**config.mk**
```make
export PLATFORM = sky130hd
export DESIGN_NAME = pipeline_ctrl_flat
export DESIGN_NICKNAME = d
export VERILOG_FILES = /design/src/rtl/pipeline_ctrl_if.sv /design/src/rtl/pipeline_ctrl.sv /design/src/flat_wrapper.sv
export SDC_FILE = /design/constraint.sdc
export NUM_CORES = 1
export LEC_CHECK = 0
export ABC_AREA = 1
export ABC_CLOCK_PERIOD_IN_PS = 1600
export CAP_MARGIN = 20
export CORE_MARGIN = 2
export CORE_UTILIZATION = 46
export CTS_CLUSTER_DIAMETER = 100
export DETAILED_ROUTE_END_ITERATION = 8
export PLACE_DENSITY_LB_ADDON = 0.15
export SLEW_MARGIN = 15
export SYNTH_ARGS = -nofsm -noshare
export SYNTH_HDL_FRONTEND = slang
export SYNTH_SLANG_ARGS = --single-unit
```
**constraint.sdc**
```tcl
create_clock -name clk -period 1.6 [get_ports clk]
set_input_delay 0.16 -clock clk [delete_from_list [all_inputs] [get_ports clk]]
set_output_delay 0.16 -clock clk [all_outputs]
set_load 0.01 [all_outputs]
```
**src/rtl/pipeline_ctrl_if.sv**
```systemverilog
// Hazard/redirect bundle between pipeline stages and the pipeline controller.
// Build option PIPELINE_CTRL_PERF_CNT_EN adds the stall-cycle counter output.
interface pipeline_ctrl_if;
  logic        stallreq_if_i;
  logic        stallreq_id_i;
  logic        stallreq_ex_i;
  logic        stallreq_mem_i;
  logic        ex_br_i;
  logic [31:0] ex_br_addr_i;
  logic        trap_i;
  logic [5:0]  stall_o;
  logic        br_o;
  logic [31:0] br_addr_o;
  logic        flush_o;
  logic        busy_o;
`ifdef PIPELINE_CTRL_PERF_CNT_EN
  logic [31:0] stall_cnt_o;
`endif

  // Controller side.
  modport master (
    input  stallreq_if_i, stallreq_id_i, stallreq_ex_i, stallreq_mem_i,
    input  ex_br_i, ex_br_addr_i, trap_i,
`ifdef PIPELINE_CTRL_PERF_CNT_EN
    output stall_cnt_o,
`endif
    output stall_o, br_o, br_addr_o, flush_o, busy_o
  );

  // Pipeline-stage side.
  modport slave (
    output stallreq_if_i, stallreq_id_i, stallreq_ex_i, stallreq_mem_i,
    output ex_br_i, ex_br_addr_i, trap_i,
`ifdef PIPELINE_CTRL_PERF_CNT_EN
    input  stall_cnt_o,
`endif
    input  stall_o, br_o, br_addr_o, flush_o, busy_o
  );
endinterface

```
**src/rtl/pipeline_ctrl.sv**
```systemverilog
// Pipeline stall/redirect/trap-flush controller; stall and branch outputs are combinational (0 cycles).
// No backpressure: stalled branches are parked in a one-entry pending register. Option: PIPELINE_CTRL_PERF_CNT_EN.
module pipeline_ctrl #(
  parameter logic [31:0] TRAP_VEC = 32'h0000_0100
) (
  input  logic            clk,
  input  logic            rst,
  pipeline_ctrl_if.master ctrl
);

  typedef enum logic [1:0] {
    IDLE  = 2'd0,
    DRAIN = 2'd1,
    FLUSH = 2'd2
  } state_t;

  state_t      r_state;
  logic        r_pend_vld;
  logic [31:0] r_pend_addr;

  state_t      w_state_nxt;
  logic        w_pend_vld_nxt;
  logic [31:0] w_pend_addr_nxt;
  logic [5:0]  w_stall_idle;
  logic [5:0]  w_stall;
  logic        w_br;
  logic [31:0] w_br_addr;
  logic        w_flush;
  logic        w_busy;

  // Deepest requesting stage wins; it freezes itself and everything upstream.
  always_comb begin
    if (ctrl.stallreq_mem_i)     w_stall_idle = 6'b011111;
    else if (ctrl.stallreq_ex_i) w_stall_idle = 6'b001111;
    else if (ctrl.stallreq_id_i) w_stall_idle = 6'b000111;
    else if (ctrl.stallreq_if_i) w_stall_idle = 6'b000011;
    else                         w_stall_idle = 6'b000000;
  end

  always_comb begin
    w_state_nxt     = r_state;
    w_pend_vld_nxt  = r_pend_vld;
    w_pend_addr_nxt = r_pend_addr;
    w_stall         = 6'b000000;
    w_br            = 1'b0;
    w_br_addr       = 32'h0000_0000;
    w_flush         = 1'b0;
    w_busy          = 1'b0;
    case (r_state)
      IDLE: begin
        w_stall = w_stall_idle;
        if (ctrl.trap_i) begin
          w_state_nxt    = ctrl.stallreq_mem_i ? DRAIN : FLUSH;
          w_pend_vld_nxt = 1'b0;
        end else begin
          w_br = (ctrl.ex_br_i | r_pend_vld) & ~w_stall_idle[0];
          if (w_br) begin
            w_br_addr      = ctrl.ex_br_i ? ctrl.ex_br_addr_i : r_pend_addr;
            w_pend_vld_nxt = 1'b0;
          end else if (ctrl.ex_br_i) begin
            w_pend_vld_nxt  = 1'b1;
            w_pend_addr_nxt = ctrl.ex_br_addr_i;
          end
        end
      end
      DRAIN: begin
        // MEM keeps running so its outstanding access can complete before the flush.
        w_stall        = 6'b001111;
        w_busy         = 1'b1;
        w_pend_vld_nxt = 1'b0;
        if (!ctrl.stallreq_mem_i) w_state_nxt = FLUSH;
      end
      FLUSH: begin
        w_flush        = 1'b1;
        w_br           = 1'b1;
        w_br_addr      = TRAP_VEC;
        w_busy         = 1'b1;
        w_pend_vld_nxt = 1'b0;
        w_state_nxt    = IDLE;
      end
      default: begin
        w_state_nxt    = IDLE;
        w_pend_vld_nxt = 1'b0;
      end
    endcase
    // Outputs are quiet throughout the reset cycle, whatever state is being left.
    if (rst) begin
      w_stall   = 6'b000000;
      w_br      = 1'b0;
      w_br_addr = 32'h0000_0000;
      w_flush   = 1'b0;
      w_busy    = 1'b0;
    end
  end

  always_ff @(posedge clk) begin
    if (rst) begin
      r_state     <= IDLE;
      r_pend_vld  <= 1'b0;
      r_pend_addr <= 32'h0000_0000;
    end else begin
      r_state     <= w_state_nxt;
      r_pend_vld  <= w_pend_vld_nxt;
      r_pend_addr <= w_pend_addr_nxt;
    end
  end

  assign ctrl.stall_o   = w_stall;
  assign ctrl.br_o      = w_br;
  assign ctrl.br_addr_o = w_br_addr;
  assign ctrl.flush_o   = w_flush;
  assign ctrl.busy_o    = w_busy;

`ifdef PIPELINE_CTRL_PERF_CNT_EN
  logic [31:0] r_stall_cnt;

  always_ff @(posedge clk) begin
    if (rst)            r_stall_cnt <= 32'h0000_0000;
    else if (|w_stall)  r_stall_cnt <= r_stall_cnt + 32'd1;
  end

  assign ctrl.stall_cnt_o = r_stall_cnt;
`endif

endmodule
```
**src/flat_wrapper.sv**
```systemverilog
// flat-port wrapper written by rule: the top's interface ports become plain ports
module pipeline_ctrl_flat 
#(
  parameter logic [31:0] TRAP_VEC = 32'h0000_0100
)
  (clk, rst, ctrl_stallreq_if_i, ctrl_stallreq_id_i, ctrl_stallreq_ex_i, ctrl_stallreq_mem_i, ctrl_ex_br_i, ctrl_ex_br_addr_i, ctrl_trap_i, ctrl_stall_o, ctrl_br_o, ctrl_br_addr_o, ctrl_flush_o, ctrl_busy_o);
  pipeline_ctrl_if ctrl_i ();
  input  logic clk;
  input  logic rst;
  input wire logic [$bits(ctrl_i.stallreq_if_i)-1:0] ctrl_stallreq_if_i;
  input wire logic [$bits(ctrl_i.stallreq_id_i)-1:0] ctrl_stallreq_id_i;
  input wire logic [$bits(ctrl_i.stallreq_ex_i)-1:0] ctrl_stallreq_ex_i;
  input wire logic [$bits(ctrl_i.stallreq_mem_i)-1:0] ctrl_stallreq_mem_i;
  input wire logic [$bits(ctrl_i.ex_br_i)-1:0] ctrl_ex_br_i;
  input wire logic [$bits(ctrl_i.ex_br_addr_i)-1:0] ctrl_ex_br_addr_i;
  input wire logic [$bits(ctrl_i.trap_i)-1:0] ctrl_trap_i;
  output wire logic [$bits(ctrl_i.stall_o)-1:0] ctrl_stall_o;
  output wire logic [$bits(ctrl_i.br_o)-1:0] ctrl_br_o;
  output wire logic [$bits(ctrl_i.br_addr_o)-1:0] ctrl_br_addr_o;
  output wire logic [$bits(ctrl_i.flush_o)-1:0] ctrl_flush_o;
  output wire logic [$bits(ctrl_i.busy_o)-1:0] ctrl_busy_o;
  assign ctrl_i.stallreq_if_i = ctrl_stallreq_if_i;
  assign ctrl_i.stallreq_id_i = ctrl_stallreq_id_i;
  assign ctrl_i.stallreq_ex_i = ctrl_stallreq_ex_i;
  assign ctrl_i.stallreq_mem_i = ctrl_stallreq_mem_i;
  assign ctrl_i.ex_br_i = ctrl_ex_br_i;
  assign ctrl_i.ex_br_addr_i = ctrl_ex_br_addr_i;
  assign ctrl_i.trap_i = ctrl_trap_i;
  assign ctrl_stall_o = ctrl_i.stall_o;
  assign ctrl_br_o = ctrl_i.br_o;
  assign ctrl_br_addr_o = ctrl_i.br_addr_o;
  assign ctrl_flush_o = ctrl_i.flush_o;
  assign ctrl_busy_o = ctrl_i.busy_o;
  pipeline_ctrl #(.TRAP_VEC(TRAP_VEC)) u_core (.clk(clk), .rst(rst), .ctrl(ctrl_i));
endmodule
```
* Yosys cells after proc, flatten, opt, wreduce, memory -nomap -nowiden
Index checks and enable logic that the tools add are counted.
** Cells by class
- Eq/ne operators :: 4
- Muxes and demuxes :: 22
- Bitwise logic cells :: 6
- Reduce and logical (&&, ||, !) cells :: 5
** Operator list (number)
- 32-bit two-way mux :: 4
- 32-bit one-hot mux with 2 select lines :: 1
- 6-bit two-way mux :: 4
- 6-bit one-hot mux with 2 select lines :: 1
- 2-bit two-way mux :: 4
- 1-bit two-way mux :: 6
- 2-bit inequality test, second input constant :: 2
- 1-bit inverter :: 4
- 2-bit one-hot mux with 2 select lines :: 1
- 4-bit OR reduction :: 1
- 3-bit AND reduction :: 1
- 2-bit by 1-bit equality test with 1-bit output, second input constant :: 1
- 2-bit equality test, second input constant :: 1
- 2-bit zero test :: 1
- 1-bit one-hot mux with 2 select lines :: 1
- 2-bit AND reduction :: 1
- 2-bit OR reduction :: 1
- 1-bit AND :: 1
- 1-bit bitwise OR :: 1
** Storage, ports and cells
- Bits in registers :: 35
- Bits of input ports :: 40
- Output and inout port bits :: 41
- Logic and storage cells :: 40

* Longest topological paths before layout
Gate-level depths: netlist of the first run.
- Depth after elaboration :: 10
- Depth in mapped cells :: 9
- Depth with buffers taken out :: 8

* Worst setup path before layout of the first run
No wires, ideal clock.
- Path type :: reg2reg
- Start point :: reg u_core.r_state[0]
- End point :: reg u_core.r_pend_addr[21]
- Setup time :: 0.113 ns
- Data arrival time :: 1.261 ns
- Required time :: 1.487 ns
- Setup slack :: 0.226 ns
- Stages on the path, launching flop included :: 10
- Buffers on the path :: 1
- Period minus slack after synthesis :: 1.374 ns
- Cells stage by stage :: dfxtp_1 inv_1 ha_1 nand2_1 inv_1 nand2_4 buf_6 nand2_1 nand2_1 nor2_1
** Between the ends
- Cells in the longest elaborated chain, start to end :: 2
** RTL lines
- start: declaration :: line pipeline_ctrl.sv:17 : state_t r_state;
- start signal: assignment :: line pipeline_ctrl.sv:102 : r_state <= w_state_nxt;
- 2-bit zero test :: line pipeline_ctrl.sv:49 : case (r_state)
- 3-bit AND reduction (no source line)
- end signal: assignment :: line pipeline_ctrl.sv:104 : r_pend_addr <= w_pend_addr_nxt;
- end: declaration :: line pipeline_ctrl.sv:19 : logic [31:0] r_pend_addr;
No other way between the ends.
A chain may end at the register's enable or synchronous reset.

* Final worst setup path of the first run
- Start point :: reg u_core.r_state[1]
- End point :: out ctrl_br_addr_o[3]
** Between the ends
- Cells in the longest elaborated chain, start to end :: 3
- Elaborated cells on any way between the ends :: 4
- Classes of those cells :: eq/ne: 1; mux: 2; reduce/logical: 1
** RTL lines
- 2-bit equality test or 2-bit zero test (tied branches) :: line pipeline_ctrl.sv:49
- 32-bit one-hot mux with 2 select lines * :: line pipeline_ctrl.sv:49
- 32-bit two-way mux * :: line pipeline_ctrl.sv:87 : if (rst) begin
- end: declaration :: line flat_wrapper.sv:19 : output wire logic [$bits(ctrl_i.br_addr_o)-1:0] ctrl_br_addr_o;
Every way passes the cells marked *; elsewhere a longest branch is shown, timed or not.

==> flow_metrics.tcl, run 1 <==
set metrics [dict create \
    outcome "finished, violations left" \
    violations "setup timing" \
    grt_pass1_vias 2279 \
    power_density_nw_per_um2 741.7 \
    die_h_um 74.88 \
    grt_max_degree 36 \
    setup_viol 36 \
    htree_levels 2 \
    hold_buffers 0 \
    num_vias 2482 \
    numPortBuffers 79 \
    die_x_um 74.88 \
    cts_tree "built" \
    cts_sinks 35 \
    crit_type "reg2out" \
    ir_drop_v 0.0004985 \
    crit_required_ps 1440 \
    yosys_warnings 0 \
    nFillCells 419 \
    io_pins 81 \
    reg2reg_from "u_core.r_state[1]$_SDFFE_PP0P_" \
    rows 25 \
    dp.cells 561 \
    hold_viol 0 \
    drive_gt1_share_pct 28.01 \
    timing.final.max_slew_violations 0 \
    syn-num-nets 433 \
    antenna_left 0 \
    path_common_cell "nand2_4" \
    placed_area_um2 3430 \
    fmaxAchievable_mhz 576.5 \
    drc 0 \
    arrival_ps 1570 \
    drt_iter0_markers 85 \
    diodes 0 \
    ys_seq_area_share_pct 30.32 \
    via_per_inst 4.324 \
    finalNetCount 549 \
    critPathLaunchType "flip-flop" \
    holdWs_ps 291.0 \
    clockBufferDepth 2 \
    syn_inst 390 \
    path_clk_slew_ps 70 \
    hpwl_mm 4.020 \
    critical_path.cell_chain "inv_2, ha_4, nand2_4, nor2_4, nand2_4, buf_12, buf_16, nor2_2, buf_2" \
    hp-start "ctrl_ex_br_i" \
    start_util_pct 48.29 \
    max_stage_delay_ps 330 \
    final_cells 574 \
    wl_per_cell_um 9.850 \
    dr.pass1.iters 4 \
    gr-usage-all-layers_pct 21.56 \
    antenna_found_initial 0 \
    cp_max_fo 5 \
    coreArea_um2 4786 \
    area.growth.synth_to_final_pct 50.57 \
    post-route-min-period_ps 1735 \
    min_period_over_period_pct 108.4 \
    min_path_type "in2reg" \
    grt_pass1_wl_mm 9.370 \
    p_total_mw 2.581 \
    final_area_um2 3480 \
    routed_wl_mm 5.654 \
    drv_cap 0 \
    critPathLaunch "u_core.r_state[1]$_SDFFE_PP0P_" \
    die_area_um2 5607 \
    synth_seq_cells 35 \
    syn_area_um2 2311 \
    root_buffer "clkbuf_8" \
    crit_slowest_cell "dfxtp_2" \
    gp_congestion 0.8101 \
    skew_ps 7.422 \
    end_kind "output pin" \
    avgSynthCellArea_um2 5.926 \
    finalWorstSetupSlack_ps -134.6 \
    cts-buffers-inserted 5 \
    synth_cell_types 24 \
    clk_latency_ps 290 \
    grt-ovfl-total 0 \
    p_leak_nw 1.875 \
    rsz0062_at_grt "yes" \
]
## cells in the mapped netlist
library cell | number | area (um^2)
nand2_1 | 103 | 386.6
inv_1 | 75 | 281.5
nor2_1 | 72 | 270.3
dfxtp_1 | 35 | 700.7
o21ai_0 | 34 | 170.2
nor2_2 | 30 | 187.7
buf_6 | 9 | 101.4
clkbuf_1 | 7 | 26.28
a21oi_1 | 4 | 20.02
buf_4 | 3 | 22.52
ha_1 | 3 | 37.54
nand2_2 | 2 | 12.51
nand3_1 | 2 | 10.01
buf_1 | 1 | 3.750
buf_2 | 1 | 5.000
clkinv_1 | 1 | 3.750
conb_1 | 1 | 3.750
inv_2 | 1 | 3.750
nand2_4 | 1 | 11.26
nand4_4 | 1 | 21.27
nor2_4 | 1 | 11.26
nor4_1 | 1 | 6.260
o21a_1 | 1 | 7.510
or2_2 | 1 | 6.260
## cell usage in the layout (no fill, tap or decap), types with 2 or more instances in the layout
cell type and n:
buf_2 36, buf_16 2, dfxtp_2 2, a21oi_1 4, nand2_1 102, dlygate4sd2_1 4
buf_6 3, ha_1 2, o21ai_0 32, nand2_4 3, nor2_2 29, nor2_1 69
clkbuf_1 2, o21ai_1 2, inv_1 73, nor2_4 5, inv_2 3, clkdlybuf4s50_1 36
nand3_1 2, dfxtp_1 33, buf_4 43, clkbuf_8 5, buf_12 6
## per-stage QoR
stage                     setup TNS, ps  utilization [%]  setup slack (ps)
final                             -2155            72.71            -134.6
after CTS                         -2342            71.92            -143.8
after global placement           -14350            71.66            -423.4
after detailed placement         -16010            71.66            -479.6
after floorplan                       0                -             226.2
after global routing              -5015            72.71            -235.9
## registers in the layout (all words and copies together) (netlist names)
register / count
u_core.r_state: 2
u_core.r_pend_vld: 1
u_core.r_pend_addr: 32
## cells by family (layout without fill, tap and decap cells)
family                   after synthesis  in the layout  synth area share [%]
adder cells (fa/ha/maj)                3              3                 1.624
buffers and inverters                 98            215                 19.38
flip-flops                            35             35                 30.32
AND/OR/NAND/NOR                      214            214                 39.96
other                                  1              1                0.1623
AO/OA/AOI/OAI                         39             39                 8.554
## power by group
| group | switching (mW) | internal, mW |
|---|---|---|
| clock network | 0.323 | 0.305 |
| logic | 0.493 | 0.443 |
| registers | 0.0301 | 0.985 |
## layout make-up
cell class,instances,area [um^2],share of cell area (%)
sequential,35,703.2,20.21
clock inverter,1,5.005,0.1438
clock buffer,7,76.32,2.193
timing repair buffer,130,1107,31.82
tap,67,83.83,2.409
multi-input combinational,257,1215,34.92
inverter,77,289.0,8.306
## timing repair
item,CTS,global route
buffers inserted,3,0
setup endpoints to repair,40,39
pin swaps,3,0
gates cloned,2,0
gates resized for setup,171,8
## worst max-delay path: cells and delay by family, from the launching register on
kind,cells,cell delay [ps]
AND/OR/NAND/NOR,4,310
buffers and inverters,4,480
flip-flops,1,330
adder cells (fa/ha/maj),1,150
## path summary, 6_finish.rpt
| path | end | slack [ps] | cells after the start |
|---|---|---|---|
| worst min-delay path | u_core.r_pend_vld$_SDFFE_PP0P_ | 290 | 5 |
| worst min register to register | u_core.r_pend_addr[30]$_SDFFE_PP0P_ | 480 | 2 |
| worst max-delay path | ctrl_br_addr_o[3] | -130 | 9 |
| worst max register to register | u_core.r_state[0]$_SDFFE_PP0P_ | 160 | 8 |
## layer usage
layer	up-vias	global-route usage [%]	routed length, um	share of wire [%]
met5	-	0	0	0
met2	58	40.55	2845	50
li1	1354	-	-	-
met3	6	5.221	281	5.0
met1	1064	23.90	2461	44
met4	0	6.151	66	1.2
Power figures use the tool's default switching activity.
==> run 2: changes to the inputs <==
ABC_CLOCK_PERIOD_IN_PS = 1900   (was 1600)
clock period = 1.9 ns   (was 1.6 ns; I/O delays follow)
==> flow_metrics.tcl, run 2 (synthesis gave the netlist of run 1 again) <==
set metrics [dict create \
    hpwl_mm 3.833 \
    ir_drop_v 0.0003402 \
    num_vias 2395 \
    area.growth.synth_to_final_pct 42.07 \
    post-route-min-period_ps 1827 \
    wl_per_cell_um 9.783 \
    outcome "completed" \
    htree_levels 2 \
    cts_tree "built" \
    largest_registers "u_core.r_pend_addr x32, u_core.r_state x2, u_core.r_pend_vld x1" \
    top_usage_layer "met2" \
    p_int_mw 1.413 \
    root_buffer "clkbuf_8" \
    coreArea_um2 4786 \
    hold_buffers 0 \
    finalWorstSetupSlack_ps 72.64 \
    antenna_left 0 \
    cts_setup_buffers 0 \
    antenna_found_initial 0 \
    grt_pass1_vias 2145 \
    min_path_type "in2reg" \
    hold_viol 0 \
    mostFrequentLayoutCells "nand2_1 (102), inv_1 (73), nor2_1 (70), clkdlybuf4s50_1 (37)" \
    via_per_inst 4.435 \
    clockBufferDepth 2 \
    gr-usage-all-layers_pct 19.37 \
    p_seq_share_pct 40.9 \
    numPortBuffers 79 \
    crit_required_ps 1710 \
    final_common_cell "nand2_1" \
    swShare_pct 32.28 \
    power_density_nw_per_um2 635.6 \
    fmaxAchievable_mhz 547.2 \
    clk_latency_ps 280 \
    gp_congestion 0.7975 \
    dr.pass1.iters 4 \
    rows 25 \
    die_x_um 74.88 \
    drive_gt1_share_pct 17.76 \
    die_area_um2 5607 \
    pre_cts_ws_ps -269.0 \
    crit_type "reg2out" \
    drt_iter0_markers 88 \
    p_comb_share_pct 33.0 \
    holdWs_ps 328.7 \
    grt.met2_usage_pct 35.96 \
    path_clk_slew_ps 70 \
    setup_viol 0 \
    clkPwrFrac_pct 26.1 \
    p_leak_nw 1.749 \
    drc 0 \
    p_total_mw 2.087 \
    power_switching_uw 673.6 \
    grt-ovfl-total 0 \
    routed_wl_mm 5.283 \
    final_util_pct 68.60 \
    start_util_pct 48.29 \
    arrival_ps 1640 \
    met1_usage_pct 22.34 \
    end_kind "output pin" \
    drv_cap 0 \
    cts_sinks 35 \
    grt_util_met3_pct 3.882 \
    largest_reg_flops 32 \
    diodes 0 \
    grt_max_degree 36 \
    regMostFlops "u_core.r_pend_addr" \
    io_pins 81 \
    finalNetCount 516 \
    die_h_um 74.88 \
    critPathLaunchType "flip-flop" \
    cp_max_fo 14 \
    timing.final.max_slew_violations 0 \
    grt_pass1_wl_mm 8.625 \
    cts-buffers-inserted 5 \
    min_period_over_period_pct 96.18 \
    skew_ps 6.788 \
]
[run 2: critical path, stage by stage, from the launching register on]
cell and delay [ps]:
dfxtp_2 330, inv_2 70, ha_4 140, nand2_2 70, nor2_4 140, nand2_4 90
buf_12 160, nor2_2 70, dlygate4sd2_1 260
[run 2: final cells by class]
type / count / area (um^2)
Timing Repair Buffer: 97 / 923.4
Multi-Input combinational cell: 257 / 1197
Clock buffer: 6 / 82.58
Inverter: 77 / 289.0
Fill cell: 454 / 1503
Sequential cell: 35 / 701.9
Tap cell: 67 / 83.83
Clock inverter: 1 / 5.005
[run 2: worst paths after layout]
check,startpoint,to,slack [ps],cells after the start
worst max register to register,u_core.r_state[0]$_SDFFE_PP0P_,u_core.r_pend_addr[25]$_SDFFE_PP0P_,440,10
worst min-delay path,ctrl_ex_br_i,u_core.r_pend_vld$_SDFFE_PP0P_,330,5
worst max-delay path,u_core.r_state[1]$_SDFFE_PP0P_,ctrl_br_addr_o[18],70,8
worst min register to register,u_core.r_pend_addr[30]$_SDFFE_PP0P_,u_core.r_pend_addr[30]$_SDFFE_PP0P_,510,2
[run 2: repair_timing]
action / 4_1_cts / 5_1_grt
gates resized for setup: 60 / 30
pin swaps: 3 / 2
cloned: 1 / 0
endpoints found under the setup margin: 38 / 13
endpoints found under the hold margin: 0 / 0
[run 2: metrics by stage]
stage          setup TNS, ps  cells  area [um^2]
3_3_place_gp           -5576    532         3199
2_1_floorplan              0    390         2311
5_1_grt               -9.182    540         3283
3_5_place_dp           -7574    532         3199
6_report                   0    540         3283
4_1_cts               -53.50    540         3309
[run 2: power by group through the flow]
stage | clock (mW) | sequential [mW] | combinational [mW]
floorplan | 0 | 0.864 | 0.472
global placement | 0 | 0.866 | 0.667
detailed placement | 0 | 0.870 | 0.686
CTS | 0.562 | 0.854 | 0.693
global route | 0.588 | 0.862 | 0.789
finish | 0.545 | 0.854 | 0.689
[run 2: routing by layer]
metal  wire length [um]  share of wire [%]
met1               2304                 44
met2               2615                 49
met3                313                5.9
met4                 51               0.97
met5                  0                  0
